==> src/rtl/aes_req_scheduler_if.sv <==
// Requester/core-facing bundle of the AES request scheduler.
// The master side is the environment (requesters plus core); the slave side is the scheduler.
interface aes_req_scheduler_if #(
  parameter int N   = 4,
  parameter int IDW = 2
);
  logic             en;
  logic [N-1:0]     req_valid;
  logic [N-1:0]     req_ready;
  logic [N*128-1:0] req_state;
  logic [N*128-1:0] req_key;
  logic [127:0]     aes_state;
  logic [127:0]     aes_key;
  logic [127:0]     aes_out;
  logic             rsp_valid;
  logic [IDW-1:0]   rsp_id;
  logic [127:0]     rsp_data;
  logic             busy;

  modport master (
    output en, req_valid, req_state, req_key, aes_out,
    input  req_ready, aes_state, aes_key, rsp_valid, rsp_id, rsp_data, busy
  );

  modport slave (
    input  en, req_valid, req_state, req_key, aes_out,
    output req_ready, aes_state, aes_key, rsp_valid, rsp_id, rsp_data, busy
  );
endinterface

==> src/rtl/aes_req_scheduler.sv <==
// Round-robin scheduler sharing one pipelined AES-128 core among N requesters.
// Requester IDs travel in a tag pipe matched to the core latency and tag the returned ciphertext.
module aes_req_scheduler #(
  parameter int N       = 4,
  parameter int IDW     = 2,
  parameter int LATENCY = 21
) (
  input logic                 clk,
  input logic                 rst,
  aes_req_scheduler_if.slave  bus
);

  logic [IDW-1:0] ptr_r;
  logic [N-1:0]   grant_s;
  logic [IDW-1:0] grant_id_s;
  logic           grant_any_s;

  logic [127:0]   aes_state_r;
  logic [127:0]   aes_key_r;
  logic [LATENCY-1:0] tag_v_r;
  logic [IDW-1:0] tag_id_r [LATENCY];
  logic           rsp_valid_r;
  logic [IDW-1:0] rsp_id_r;
  logic           busy_r;

  // Round-robin search starting one past the last granted requester.
  always_comb begin
    grant_s     = '0;
    grant_id_s  = '0;
    grant_any_s = 1'b0;
    if (bus.en && !rst) begin
      for (int k = 1; k <= N; k++) begin
        if (!grant_any_s && bus.req_valid[(int'(ptr_r) + k) % N]) begin
          grant_any_s = 1'b1;
          grant_s[(int'(ptr_r) + k) % N] = 1'b1;
          grant_id_s  = IDW'((int'(ptr_r) + k) % N);
        end else begin
          grant_any_s = grant_any_s;
        end
      end
    end else begin
      grant_any_s = 1'b0;
    end
  end

  // Core operand registers, RR pointer, and the ID tag pipe; the last tag stage drives the
  // registered response, so a block presented in cycle c is reported in cycle c+LATENCY.
  always_ff @(posedge clk) begin
    if (rst) begin
      ptr_r       <= IDW'(N - 1);
      aes_state_r <= 128'd0;
      aes_key_r   <= 128'd0;
      tag_v_r     <= '0;
      for (int k = 0; k < LATENCY; k++) begin
        tag_id_r[k] <= '0;
      end
      rsp_valid_r <= 1'b0;
      rsp_id_r    <= '0;
      busy_r      <= 1'b0;
    end else begin
      if (grant_any_s) begin
        aes_state_r <= bus.req_state[int'(grant_id_s)*128 +: 128];
        aes_key_r   <= bus.req_key[int'(grant_id_s)*128 +: 128];
        ptr_r       <= grant_id_s;
      end else begin
        aes_state_r <= aes_state_r;
        aes_key_r   <= aes_key_r;
        ptr_r       <= ptr_r;
      end
      tag_v_r     <= {tag_v_r[LATENCY-2:0], grant_any_s};
      tag_id_r[0] <= grant_id_s;
      for (int k = 1; k < LATENCY; k++) begin
        tag_id_r[k] <= tag_id_r[k-1];
      end
      rsp_valid_r <= tag_v_r[LATENCY-1];
      if (tag_v_r[LATENCY-1]) begin
        rsp_id_r <= tag_id_r[LATENCY-1];
      end else begin
        rsp_id_r <= rsp_id_r;
      end
      // Next-cycle occupancy: new accept, or any tag still in the pipe or about to be reported.
      busy_r <= grant_any_s | (|tag_v_r);
    end
  end

  assign bus.req_ready = grant_s;
  assign bus.aes_state = aes_state_r;
  assign bus.aes_key   = aes_key_r;
  assign bus.rsp_valid = rsp_valid_r;
  assign bus.rsp_id    = rsp_id_r;
  assign bus.rsp_data  = bus.aes_out;
  assign bus.busy      = busy_r;

endmodule
==> src/flat_wrapper.sv <==
// flat-port wrapper written by rule: the top's interface ports become plain ports
module aes_req_scheduler_flat 
#(
  parameter int N       = 4,
  parameter int IDW     = 2,
  parameter int LATENCY = 21
)
  (clk, rst, bus_en, bus_req_valid, bus_req_state, bus_req_key, bus_aes_out, bus_req_ready, bus_aes_state, bus_aes_key, bus_rsp_valid, bus_rsp_id, bus_rsp_data, bus_busy);
  aes_req_scheduler_if #(.N(N), .IDW(IDW)) bus_i ();
  input logic clk;
  input logic rst;
  input wire logic [$bits(bus_i.en)-1:0] bus_en;
  input wire logic [$bits(bus_i.req_valid)-1:0] bus_req_valid;
  input wire logic [$bits(bus_i.req_state)-1:0] bus_req_state;
  input wire logic [$bits(bus_i.req_key)-1:0] bus_req_key;
  input wire logic [$bits(bus_i.aes_out)-1:0] bus_aes_out;
  output wire logic [$bits(bus_i.req_ready)-1:0] bus_req_ready;
  output wire logic [$bits(bus_i.aes_state)-1:0] bus_aes_state;
  output wire logic [$bits(bus_i.aes_key)-1:0] bus_aes_key;
  output wire logic [$bits(bus_i.rsp_valid)-1:0] bus_rsp_valid;
  output wire logic [$bits(bus_i.rsp_id)-1:0] bus_rsp_id;
  output wire logic [$bits(bus_i.rsp_data)-1:0] bus_rsp_data;
  output wire logic [$bits(bus_i.busy)-1:0] bus_busy;
  assign bus_i.en = bus_en;
  assign bus_i.req_valid = bus_req_valid;
  assign bus_i.req_state = bus_req_state;
  assign bus_i.req_key = bus_req_key;
  assign bus_i.aes_out = bus_aes_out;
  assign bus_req_ready = bus_i.req_ready;
  assign bus_aes_state = bus_i.aes_state;
  assign bus_aes_key = bus_i.aes_key;
  assign bus_rsp_valid = bus_i.rsp_valid;
  assign bus_rsp_id = bus_i.rsp_id;
  assign bus_rsp_data = bus_i.rsp_data;
  assign bus_busy = bus_i.busy;
  aes_req_scheduler #(.N(N), .IDW(IDW), .LATENCY(LATENCY)) u_core (.clk(clk), .rst(rst), .bus(bus_i));
endmodule
==> config.mk <==
export PLATFORM = sky130hd
export DESIGN_NAME = aes_req_scheduler_flat
export DESIGN_NICKNAME = d
export VERILOG_FILES = /design/src/rtl/aes_req_scheduler_if.sv /design/src/rtl/aes_req_scheduler.sv /design/src/flat_wrapper.sv
export SDC_FILE = /design/constraint.sdc
export NUM_CORES = 1
export LEC_CHECK = 0
export BUFFER_PORTS_ARGS = -buffer_cell sky130_fd_sc_hd__buf_4
export CORE_AREA = 2 2 597 599
export DETAILED_ROUTE_END_ITERATION = 8
export DIE_AREA = 0 0 599 601
export SETUP_SLACK_MARGIN = 0.4
export SLEW_MARGIN = 10
export SYNTH_ARGS = -nofsm -noshare
export SYNTH_HDL_FRONTEND = slang
export SYNTH_SLANG_ARGS = --single-unit
==> constraint.sdc <==
create_clock -name clk -period 5.3 [get_ports clk]
set_clock_uncertainty 0.15 [all_clocks]
set_input_delay 0.53 -clock clk [delete_from_list [all_inputs] [get_ports clk]]
set_output_delay 0.53 -clock clk [all_outputs]
set_load 0.02 [all_outputs]
# After elaboration in Yosys (flattened, before gate mapping)
# Memories as Yosys holds them, arrays and structs flattened. A register that Yosys moved wholly into a read port is not among the register bits.
# Index checks and enable logic that the tools add are counted.
# Widths: inputs -> output; s select.
dict set report word_totals {
  ff_bits 281
  latch_bits 0
  ramBits 42
  mem_bits_ro 0
  in_bits 1159
  output_inout_bits 392
  wordCells 132
  mem_count 1
}
dict set report classes {
  addsub 4
  n_mul 0
  n_div 0
  n_lt_le_gt_ge 8
  n_eq_ne 0
  shifts 2
  mux 65
  bitwise_logic 29
  n_reduce_logical 17
}
# name words width rd rd_clocked_by_memory_dff wr line
set mem_list {}
lappend mem_list {u_core.tag_id_r 21 2 21 1 21 aes_req_scheduler.sv:21} ;# logic [IDW-1:0] tag_id_r [LATENCY];
# operator count
set ops {}
lappend ops {{$shiftx 512x10->128} 2}
lappend ops {{$mux 2} 26}
lappend ops {{$mux 4} 8}
lappend ops {{$mux 1} 23}
lappend ops {{$or 1x1->1} 22}
lappend ops {{$reduce_or 21->1} 1}
lappend ops {{$lt 3x4->1 const B} 4}
lappend ops {{$ge 3x1->1 const B} 4}
lappend ops {{$or 4x4->4} 3}
lappend ops {{$bmux 1 s2} 4}
lappend ops {{$demux 1 s2} 4}
lappend ops {{$logic_and 1x1->1} 8}
lappend ops {{$reduce_or 2->1} 4}
lappend ops {{$add 2x1->2 const B} 2}
lappend ops {{$add 2x2->2 const B} 2}
lappend ops {{$and 1x1->1 const A} 4}
lappend ops {{$logic_not 1->1} 4}

# Longest topological paths before layout
dict set report depth {
  ltp_word 21
  ltp_mapped 14
}

# Worst setup path before layout
# OpenSTA, ideal clock, no wires.
dict set report synth_path {
  kind {flip-flop to output port}
  from {reg u_core.ptr_r[0]}
  to {out bus_req_ready[0]}
  arrival_time_ps 2668
  slack_ps 1952
  stages_incl_launch_ff 10
  n_path_buf 2
  cell_sequence {dfxtp_1 buf_4 inv_1 ha_1 buf_6 mux4_2 nor3_2 and2b_4 a221oi_1 nor2_1}
}
dict set report synth_via {
  elab_chain_cells 18
  word_cells_on_any_way 67
  cone_classes {4 x add/sub; 8 x order compare; 34 x mux; 7 x bitwise; 14 x reduce/logical}
}
# element line
set synth_rtl {}
lappend synth_rtl {{start, declared} aes_req_scheduler.sv:13} ;# logic [IDW-1:0] ptr_r;
lappend synth_rtl {{start signal, assigned} aes_req_scheduler.sv:50} ;# ptr_r <= IDW'(N - 1);
lappend synth_rtl {{start signal, assigned} aes_req_scheduler.sv:64} ;# ptr_r <= grant_id_s;
lappend synth_rtl {{start signal, assigned} aes_req_scheduler.sv:68} ;# ptr_r <= ptr_r;
lappend synth_rtl {{$add 2x1->2} {aes_req_scheduler.sv:33, aes_req_scheduler.sv:35}}
lappend synth_rtl {{$reduce_or 2->1 (no line) / $bmux 1 s2 (equally long branches)} -}
lappend synth_rtl {{$and 1x1->1 (no line) / $mux 1 (equally long branches)} -}
lappend synth_rtl {{$lt 3x4->1 (not written as such), or another cell as far along} aes_req_scheduler.sv:35} ;# grant_s[(int'(ptr_r) + k) % N] = 1'b1;
lappend synth_rtl {{$logic_and 1x1->1 (not written as such) / $mux 1 (equally long branches)} {aes_req_scheduler.sv:35, aes_req_scheduler.sv:33}}
lappend synth_rtl {{$mux 1, on equally long branches} {aes_req_scheduler.sv:35, aes_req_scheduler.sv:31}}
lappend synth_rtl {{$demux 1 s2 / $logic_not 1->1 (equally long branches)} -}
lappend synth_rtl {{$mux 4 / $logic_and 1x1->1 (equally long branches)} aes_req_scheduler.sv:33} ;# if (!grant_any_s && bus.req_valid[(int'(ptr_r) + k) % N]) begin
lappend synth_rtl {{(+2 left out)} -}
lappend synth_rtl {{$mux 4 / $logic_not 1->1 (equally long branches)} aes_req_scheduler.sv:33}
lappend synth_rtl {{$mux 4 / $logic_and 1x1->1 (equally long branches)} {aes_req_scheduler.sv:31, aes_req_scheduler.sv:33}}
lappend synth_rtl {{$or 4x4->4 (no line) / $mux 1 (equally long branches)} -}
lappend synth_rtl {{$mux 4 / $mux 1 (equally long branches)} {aes_req_scheduler.sv:33, aes_req_scheduler.sv:31}}
lappend synth_rtl {{$mux 4 / $logic_not 1->1 (equally long branches)} {aes_req_scheduler.sv:31, aes_req_scheduler.sv:33}}
lappend synth_rtl {{$or 4x4->4 (no line) / $logic_and 1x1->1 (equally long branches)} -}
lappend synth_rtl {{$mux 4 *} aes_req_scheduler.sv:33}
lappend synth_rtl {{$mux 4 *} aes_req_scheduler.sv:31} ;# if (bus.en && !rst) begin
lappend synth_rtl {{end, declared} flat_wrapper.sv:17} ;# output wire logic [$bits(bus_i.req_ready)-1:0] bus_req_ready;
# Mark *: on every way between the ends. The rest lies on a longest branch, timed or not. The select of a mux whose other input is x is not followed.

# Worst setup path after layout
dict set report layout_path {
  from {reg u_core.ptr_r[0]}
  to {reg u_core.aes_state_r[67], in the netlist u_core.bus.aes_state[67]}
}
dict set report layout_via {
  elab_chain_cells 19
  word_cells_on_any_way 36
  cone_classes {4 x add/sub; 1 x shift; 25 x mux; 6 x reduce/logical}
}
# element line
set layout_rtl {}
lappend layout_rtl {{$add 2x1->2} {aes_req_scheduler.sv:33, aes_req_scheduler.sv:36}}
lappend layout_rtl {{$bmux 1 s2} aes_req_scheduler.sv:33}
lappend layout_rtl {{$mux 1 (not written as such) (2 in a row)} aes_req_scheduler.sv:33}
lappend layout_rtl {{$mux 1} aes_req_scheduler.sv:33}
lappend layout_rtl {{$mux 1} aes_req_scheduler.sv:31}
lappend layout_rtl {{$logic_not 1->1} aes_req_scheduler.sv:33}
lappend layout_rtl {{$logic_and 1x1->1} aes_req_scheduler.sv:33}
lappend layout_rtl {{$mux 1} aes_req_scheduler.sv:33}
lappend layout_rtl {{(+2 left out)} -}
lappend layout_rtl {{$logic_and 1x1->1} aes_req_scheduler.sv:33}
lappend layout_rtl {{$mux 1} aes_req_scheduler.sv:33}
lappend layout_rtl {{$mux 1} aes_req_scheduler.sv:31}
lappend layout_rtl {{$logic_not 1->1} aes_req_scheduler.sv:33}
lappend layout_rtl {{$logic_and 1x1->1} aes_req_scheduler.sv:33}
lappend layout_rtl {{$mux 2} aes_req_scheduler.sv:33}
lappend layout_rtl {{$mux 2} aes_req_scheduler.sv:31}
lappend layout_rtl {{$shiftx 512x10->128} aes_req_scheduler.sv:62} ;# aes_state_r <= bus.req_state[int'(grant_id_s)*128 +: 128];
lappend layout_rtl {{end signal, assigned} aes_req_scheduler.sv:62}
lappend layout_rtl {{end signal, assigned} aes_req_scheduler.sv:66} ;# aes_state_r <= aes_state_r;
lappend layout_rtl {{end, declared} aes_req_scheduler.sv:18} ;# logic [127:0] aes_state_r;
# Parallel ways exist; a longest one is shown, timed or not. The select of a mux whose other input is x is not followed.
# A chain may end at the register's enable or synchronous reset.

==> implementation parameters <==
Parameter                              Value

Outcome
  Outcome ... completed

Pwr
  Power per cell area ... 326 nW/µm²
  Total design power ... 13.6 mW
  Cell internal pwr ... 8.00 mW
  Sequential share of power ... 24.4%
  Part of the total power dissipated in combinational logic ... 46.6%
  Sw frac ... 41.3%
  Reported net switching power ... 5.63 mW
  Peak supply drop ... 0.249 mV
  Static leakage power ... 17.7 nW
  Clock network power share ... 29.1%

Worst setup path
  Worst setup EP type ... flop
  Required time of the critical path ... 5.73 ns
  Highest net fanout along the worst path ... 48
  Signal arrival time at the worst endpoint ... 5.18 ns
  Type of origin of the critical path ... flop
  Class of the most critical setup path ... reg2reg

Synth
  Number of instances in the synthesized netlist ... 1975
  Post-synth EDFFs ... 0
  Syn_nets ... 3142
  Flip-flop cell with the highest count after synthesis ... sky130_fd_sc_hd__dfxtp_1
  Synthesis-stage register bit count ... 325
  Most common cell in the synthesized netlist ... sky130_fd_sc_hd__mux2i_1
  Synthesis warning total ... 0
  Average footprint of a synthesized cell ... 9.70 µm²
  Synth Cell Area ... 19200 µm²
  Top post-synthesis cells by area ... sky130_fd_sc_hd__dfxtp_1, sky130_fd_sc_hd__mux2i_1, sky130_fd_sc_hd__a211oi_1
  Unique masters post-synth ... 48
  Async set or reset register ratio after synthesis ... 0%
  Largest area contributor in the synthesized netlist ... sky130_fd_sc_hd__dfxtp_1
  Synth top area share ... 34.0%
  Top cells by count, synth ... sky130_fd_sc_hd__mux2i_1, sky130_fd_sc_hd__dfxtp_1, sky130_fd_sc_hd__a211oi_1
  Proportion of synthesized chip area in sequential cells ... 34.0%

Routing
  Antenna violation net count after detailed routing ... 0
  Average wire length per cell after detail routing ... 33.4 µm
  Via count ... 25600
  Overall routed net length ... 286 mm
  Vias per cell ... 2.99
  Drt first pass iters ... 5
  Number of DRC markers after the initial detailed-route iteration ... 2060
  DR DRC count ... 0

STA
  Peak Freq ... 210 MHz
  Minimum setup slack in the final design ... 0.546 ns
  Max-Slew Margin vs Limit ... 37.9%
  Hold Fails Final Rpt ... 0
  Final Hold Slack ... 0.0740 ns
  Clock period minus final worst setup slack ... 4.75 ns
  Endpoints failing setup ... 0
  Measured slew at the worst slew-check pin ... 0.931 ns
  Setup repair after global routing missed its margin ... false
  Summed negative setup slack over all endpoints ... 0 ns
  Count of final max-slew check failures ... 0
  Share of the clock period used by the worst path after layout ... 89.7%

Die
  Vertical extent of the die ... 601 µm
  Site row count ... 219
  Core box area ... 354000 µm²
  Initial core utilization ... 5.41%
  Num ports ... 1551
  Overall die area ... 360000 µm²
  Overall die width ... 599 µm

Global routing
  Antenna violations before repair ... 249
  GRT overflow ... 0
  Wire length of the first global-routing pass ... 339 mm
  Total track usage ... 15.2%
  Number of global-route vias before repair ... 25100
  Pin count of the biggest net entering global routing ... 112

Finish
  Area taken by flip-flops and latches ... 6510 µm²
  Area added between synthesis and finish ... 118%
  Total area of multi-input combinational cells ... 10600 µm²
  Fin area ... 41800 µm²
  Fin nets ... 4864
  Layout cells sized above 1 ... 42.9%
  Fill cell total of the finished layout ... 40800

Clocking
  Number of buffers added for setup after CTS ... 0
  Clock tree from TritonCTS ... done
  Count of H-tree levels built during CTS ... 2
  Clock tree sinks ... 325
  Number of buffers created by CTS ... 51
  Clock latency reported for the late side of the worst-skew pair ... 0.74 ns
  Library cell used as clock root buffer ... sky130_fd_sc_hd__clkbuf_16
  Maximum clock path buffer count ... 3
  Clock-pin slew of the registers on the worst-case setup and hold paths ... 0.08 ns

Placement
  Weighted congestion at the end of routability-driven global placement ... 0.962
  Buffers added on ports ... 1294
  DP Wirelength ... 249 mm
  Pre-CTS setup slack ... 0.703 ns
  Cell area after placement ... 33700 µm²

Job
  Maximum Capacitance Violations ... 0

Hold path
  Hold crit path type ... in2reg
## cell families (layout without fill, tap and decap cells)
group                    count (synthesis)  in the layout  synth area share, %
AO/OA/AOI/OAI                          620            620                 25.9
multiplexers                           356            356                 18.9
adder cells (fa/ha/maj)                  8              8                0.522
other                                    0             72                    0
buffers and inverters                  321           2082                 10.8
AND/OR/NAND/NOR                        345            345                 9.95
flip-flops                             325            325                 34.0
## registers in the layout, indices dropped and copies added, names as in the netlist
name	count
u_core.bus.rsp_id	2
u_core.bus.aes_key	128
u_core.bus.rsp_valid	1
u_core.bus.aes_state	128
u_core.ptr_r	2
u_core.tag_v_r	21
u_core.tag_id_r	42
u_core.bus.busy	1
## stage by stage
step | util [%] | cells
CTS | 11.7 | 8487
global route | 11.8 | 8536
floorplan | - | 1975
detailed placement | 9.51 | 7788
global placement | 9.50 | 7787
finish | 11.8 | 8559
## routing by layer
metal	vias to the layer above	global-route usage (%)	routed length (µm)
li1	10800	-	-
met1	12100	14.7	92800
met2	1934	25.8	135000
met3	648	10.1	43100
met4	118	5.41	13200
met5	-	0.762	1180
## what timing repair did
action	CTS	global route
hold endpoints to repair	250	0
gates resized for setup	0	9
hold buffers	607	0
endpoints found under the setup margin	0	88
## critical path, cell delays in order, from the launching register on
cell and delay, ns:
sky130_fd_sc_hd__dfxtp_1 0.31, sky130_fd_sc_hd__buf_4 0.25, sky130_fd_sc_hd__inv_1 0.14, sky130_fd_sc_hd__ha_2 0.45, sky130_fd_sc_hd__mux4_2 0.61, sky130_fd_sc_hd__a21oi_1 0.35
sky130_fd_sc_hd__o32a_4 0.38, sky130_fd_sc_hd__buf_12 0.25, sky130_fd_sc_hd__buf_12 0.32, sky130_fd_sc_hd__mux2i_1 0.41, sky130_fd_sc_hd__o221ai_1 0.16, sky130_fd_sc_hd__dlygate4sd3_1 0.60
## power groups by stage
stage / logic (mW) / registers (mW) / clock network (mW)
finish: 6.35 / 3.32 / 3.96
global route: 6.69 / 3.37 / 4.19
CTS: 6.49 / 3.32 / 4.15
detailed placement: 5.65 / 3.36 / 0
global placement: 5.65 / 3.35 / 0
floorplan: 2.13 / 3.82 / 0
## worst paths after layout
kind | startpoint | end | slack, ns | cells after the start
max | u_core.ptr_r[0] | u_core.bus.aes_state[67] | 0.55 | 11
min | bus_req_key[41] | u_core.bus.aes_key[41] | 0.07 | 3
max reg2reg | u_core.ptr_r[0] | u_core.bus.aes_state[67] | 0.55 | 11
min reg2reg | u_core.tag_id_r[14][1] | u_core.tag_id_r[15][1] | 0.28 | 1
## layout by cell type (no fill, tap or decap), types with 4 or more instances in the layout
cell type,instances
sky130_fd_sc_hd__mux2i_1,348
sky130_fd_sc_hd__dlygate4sd3_1,607
sky130_fd_sc_hd__inv_6,5
sky130_fd_sc_hd__nor2_1,12
sky130_fd_sc_hd__clkbuf_1,5
sky130_fd_sc_hd__diode_2,72
sky130_fd_sc_hd__a211oi_1,216
sky130_fd_sc_hd__a22oi_1,4
sky130_fd_sc_hd__buf_6,4
sky130_fd_sc_hd__a21oi_1,171
sky130_fd_sc_hd__dfxtp_1,324
sky130_fd_sc_hd__bufinv_16,8
sky130_fd_sc_hd__buf_12,12
sky130_fd_sc_hd__buf_4,1355
sky130_fd_sc_hd__a221oi_1,4
sky130_fd_sc_hd__clkbuf_16,51
sky130_fd_sc_hd__nor4_1,4
sky130_fd_sc_hd__a211oi_2,118
sky130_fd_sc_hd__buf_16,4
sky130_fd_sc_hd__clkinv_4,4
sky130_fd_sc_hd__ha_1,7
sky130_fd_sc_hd__and2_1,169
sky130_fd_sc_hd__nor2b_1,61
sky130_fd_sc_hd__clkinv_2,8
sky130_fd_sc_hd__o221ai_1,89
sky130_fd_sc_hd__inv_1,5
sky130_fd_sc_hd__nand2_1,92
sky130_fd_sc_hd__clkbuf_8,6
## final cells by class
type                       instances  share of cell area (%)
timing repair buffer            1982                    39.8
multi-input combinational       1329                    25.4
sequential                       325                    15.6
tap                             4751                    14.2
clock buffer                      62                    3.30
clock inverter                    30                    1.06
antenna                           72                   0.431
inverter                           8                   0.126
Note: power is estimated with default switching activity, not from simulation.
